<file path="src/rtl/priority_encoder_8to3.sv">
`default_nettype none
// ============================================================================
// Module      : priority_encoder_8to3
// Description : Registered MSB-first priority encoder with valid flag and
//               capture enable.
// Revision    : 1.0 - initial release
// ============================================================================
module priority_encoder_8to3 #(
    parameter int WIDTH = 8,
    // Derived from WIDTH; leave at its default.
    parameter int IDX_W = $clog2(WIDTH)
) (
    input  logic             clk,
    input  logic             rst,
    input  logic [WIDTH-1:0] in,
    input  logic             en,
    output logic [IDX_W-1:0] out,
    output logic             valid
);

    logic [IDX_W-1:0] w_enc_idx;
    logic             w_enc_hit;
    logic [IDX_W-1:0] w_out_d;
    logic             w_valid_d;
    logic [IDX_W-1:0] r_out_q;
    logic             r_valid_q;

    // Scan upward so the highest set bit is the last one written.
    always_comb begin
        w_enc_idx = '0;
        w_enc_hit = 1'b0;
        for (int i = 0; i < WIDTH; i++) begin
            if (in[i]) begin
                w_enc_idx = IDX_W'(i);
                w_enc_hit = 1'b1;
            end
        end
    end

    always_comb begin
        w_out_d   = r_out_q;
        w_valid_d = r_valid_q;
        if (en) begin
            w_out_d   = w_enc_idx;
            w_valid_d = w_enc_hit;
        end
    end

    always_ff @(posedge clk or posedge rst) begin
        if (rst) begin
            r_out_q   <= '0;
            r_valid_q <= 1'b0;
        end else begin
            r_out_q   <= w_out_d;
            r_valid_q <= w_valid_d;
        end
    end

    assign out   = r_out_q;
    assign valid = r_valid_q;

endmodule
`default_nettype wire

</file>
<file path="config.mk">
export PLATFORM = sky130hd
export DESIGN_NAME = priority_encoder_8to3
export DESIGN_NICKNAME = d
export VERILOG_FILES = /design/src/rtl/priority_encoder_8to3.sv
export SDC_FILE = /design/constraint.sdc
export NUM_CORES = 1
export LEC_CHECK = 0
export BUFFER_PORTS_ARGS = -buffer_cell sky130_fd_sc_hd__buf_4
export CAP_MARGIN = 5
export CORE_AREA = 4 4 41 43
export CTS_CLUSTER_DIAMETER = 80
export DETAILED_ROUTE_END_ITERATION = 10
export DIE_AREA = 0 0 45 47
export PLACE_DENSITY = 0.49
export SLEW_MARGIN = 30
export SYNTH_ARGS = -nofsm -noshare
export SYNTH_HDL_FRONTEND = slang
export SYNTH_SLANG_ARGS = --single-unit
</file>
<file path="constraint.sdc">
create_clock -name clk -period 1.7 [get_ports clk]
set_input_delay 0 -clock clk [delete_from_list [all_inputs] [get_ports clk]]
set_output_delay 0 -clock clk [all_outputs]
set_load 0.01 [all_outputs]
</file>
==> impl_metrics.csv <==
group,metric,value,unit
routing,drc,0,
routing,avgRoutedWirePerCell,9.91,um
worst_setup_path,cp.arrival,0.76,ns
global_routing,grt_antenna_before_repair,0,
pwr,power.density,754,mW/mm2
global_routing,grt_pass1_wl,841,um
routing,num_vias,240,
sta,min_period,0.757,ns
worst_setup_path,critPathCaptureType,"primary output",
status,status,"finished clean",
floorplanning,die_h,47,um
worst_setup_path,r2r_slack,1.05,ns
synth,synthesis.nets,35,
cells_and_area,post-route-util,28.4,%
synth,avgSynthCellArea,8.60,um2
sta,final.setup.tns,0,ns
worst_setup_path,rr_endpoint,"valid$_DFFE_PP0P_",
global_routing,gr-total-overflow,0,
cells_and_area,final_layout_size_suffix_gt1_share,42.9,%
sta,tightestPinTransition,0.408,ns
worst_setup_path,path_depth,1,
pwr,seqPwrFrac,37.3,%
worst_setup_path,cp_max_fo,2,
worst_setup_path,r2r-start,"valid$_DFFE_PP0P_",
worst_setup_path,path_delay_family,"flip-flops",
sta,max_slew_margin,72.6,%
worst_setup_path,cp_slowest_cell,"dfrtp_1",
global_routing,grt_max_degree,9,
synth,yosysUniqueCellTypes,10,
cells_and_area,fin_nets,55,
floorplanning,initial_utilization,15.9,%
clock_tree,postCtsSetupRepairBufs,0,
worst_setup_path,crit_required,1.70,ns
pwr,p_leak,0.171,nW
synth,syn-instance-count,24,
pwr,p_sw_share,23.9,%
pwr,power.internal,212,uW
floorplanning,core_area,0.00130,mm2
worst_setup_path,cpPeakStageDelay,0.37,ns
floorplanning,io_pins,15,
clock_tree,h-tree-depth,1,
cells_and_area,diodes,0,
routing,drt_pass1_iterations,4,
cells_and_area,area_growth,78.8,%
floorplanning,die_area,0.00212,mm2
clock_tree,cts_root_buffer,"clkbuf_4",
floorplanning,placementRows,13,
synth,synth-seq-cells,4,
synth,seq_area_frac_synth,48.5,%
worst_setup_path,startpoint_type,"flop",
synth,synth.area.top_cells,"dfrtp_1 48%, nor2_1 13%, a31oi_1 9.1%",
sta,hold_viol_final,0,
worst_setup_path,critPathBufInv,1,
cells_and_area,final_common_cell,"buf_4",
routing,wl,565,um
worst_setup_path,crit_type,"flop to primary output",
pwr,ir_drop,0.178,mV
sta,worst_clock_skew,0,ns
sta,fmax,1320,MHz
global_routing,grt_usage,5.71,%
clock_tree,cts_buffers,3,
placement,numPortBuffers,14,
synth,syn-cell-area,206,um2
worst_setup_path,r2r_cells,2,
sta,fin_crit_sh,44.5,%
routing,drt_iter0_drc,5,
placement,post-dp-hpwl,460,um
pwr,switching_power,66.5,uW
pwr,pwr-share-comb,19.2,%
clock_tree,clk_latency,0.24,ns
sta,final-max-slew-violation-count,0,
synth,yosys.area.top_type,"dfrtp_1",
routing,final_antenna_net_count,0,
clock_tree,clk_pin_slew_worst_paths,0.04,ns
clock_tree,clock-sinks,4,
routing,post_drt_via_cell_ratio,4.21,
global_routing,first_global_vias,231,
sta,rsz0062_at_grt,"false",
synth,yosysWarnings,0,
job,max_cap_viol_count,0,
pwr,clkPwrFrac,43.6,%
clock_tree,cts_tree,"done",
worst_setup_path,path_cells,"buf_4",
min_path,hold_class,"primary input to flop",
synth,synth_top_area_share,48.5,%
sta,setup_viol,0,
floorplanning,die_x,45,um
worst_setup_path,crit_end,"out[1]",
worst_setup_path,crit_start,"out[1]$_DFFE_PP0P_",
cells_and_area,most-common-layout-cells,"14 x buf_4, 7 x nor2_1, 4 x dfrtp_1",
placement,place_congestion,0.657,
cells_and_area,fill_cells,151,
clock_tree,cts.path.max_buffers,2,
power by group through the flow:
stage / combinational, mW / sequential (mW) / clock, mW
after floorplan: 0.0156 / 0.107 / 0
after global placement: 0.0507 / 0.105 / 0
after detailed placement: 0.0506 / 0.105 / 0
after CTS: 0.0543 / 0.104 / 0.123
after global routing: 0.0586 / 0.104 / 0.124
final: 0.0533 / 0.104 / 0.121
tightest hold or removal path: stages:
cell     delay, ns
buf_4         0.12
inv_1         0.04
a31oi_1       0.07
registers in the layout, indices dropped and copies added, names as in the netlist:
register  flops
out           3
valid         1
synth_stat cells:
cell	count
o21ai_0	1
nor2_1	7
a31oi_1	3
nand2b_4	1
dfrtp_1	4
a21oi_1	1
clkbuf_1	1
a221o_1	1
nor4_1	2
inv_1	3
layer usage:
| layer | GRT usage [%] | vias to the layer above | part of all wire (%) |
|---|---|---|---|
| met3 | 0.766 | 0 | 12 |
| met5 | 0 | - | 0 |
| met1 | 5.73 | 104 | 41 |
| li1 | - | 121 | - |
| met2 | 9.32 | 15 | 46 |
| met4 | 7.02 | 0 | 0 |
cell families (layout without fill, tap and decap cells):
kind of cell           after synthesis  count (layout)  share of synthesized area, %
and+or+nand+nor                     10              10                          25.5
AOI/OAI and AO/OA                    6               6                          18.8
buffers and inverters                4              22                          7.27
DFF                                  4               4                          48.5
layout make-up:
| type | instances | area, um2 | share of cell area, % |
|---|---|---|---|
| inverter | 3 | 11.3 | 3.05 |
| timing repair buffer | 16 | 125 | 33.9 |
| multi-input combinational | 16 | 91.3 | 24.7 |
| tap | 15 | 18.8 | 5.08 |
| clock buffer | 3 | 22.5 | 6.10 |
| sequential | 4 | 100 | 27.1 |
timing repair:
action / in CTS / in global routing
setup endpoints to repair: 0 / 0
hold endpoints to repair: 5 / 0
resized for setup: 0 / 0
hold buffers: 2 / 0
how the worst min path moves through the flow:
stage	startpoint	end	slack [ns]	cells after the start
detailed placement	rst	out[1]$_DFFE_PP0P_	-0.1	2
global placement	rst	out[0]$_DFFE_PP0P_	-0.10	2
CTS	in[7]	out[0]$_DFFE_PP0P_	0.03	3
floorplan	rst	out[0]$_DFFE_PP0P_	-0.23	1
finish	in[7]	out[0]$_DFFE_PP0P_	0.03	3
global route	in[7]	out[0]$_DFFE_PP0P_	0.05	3
stage by stage:
step	instance area, um2	hold WS (ns)	power, mW	worst slack (ns)	cells
2_1_floorplan	206	-0.234	0.123	1.03	24
3_3_place_gp	327	-0.101	0.155	0.927	52
3_5_place_dp	327	-0.0966	0.156	0.905	52
4_1_cts	369	0.0328	0.281	0.938	57
5_1_grt	369	0.0459	0.287	0.896	57
6_report	369	0.0307	0.278	0.943	57
Note: power is estimated with default switching activity, not from simulation.
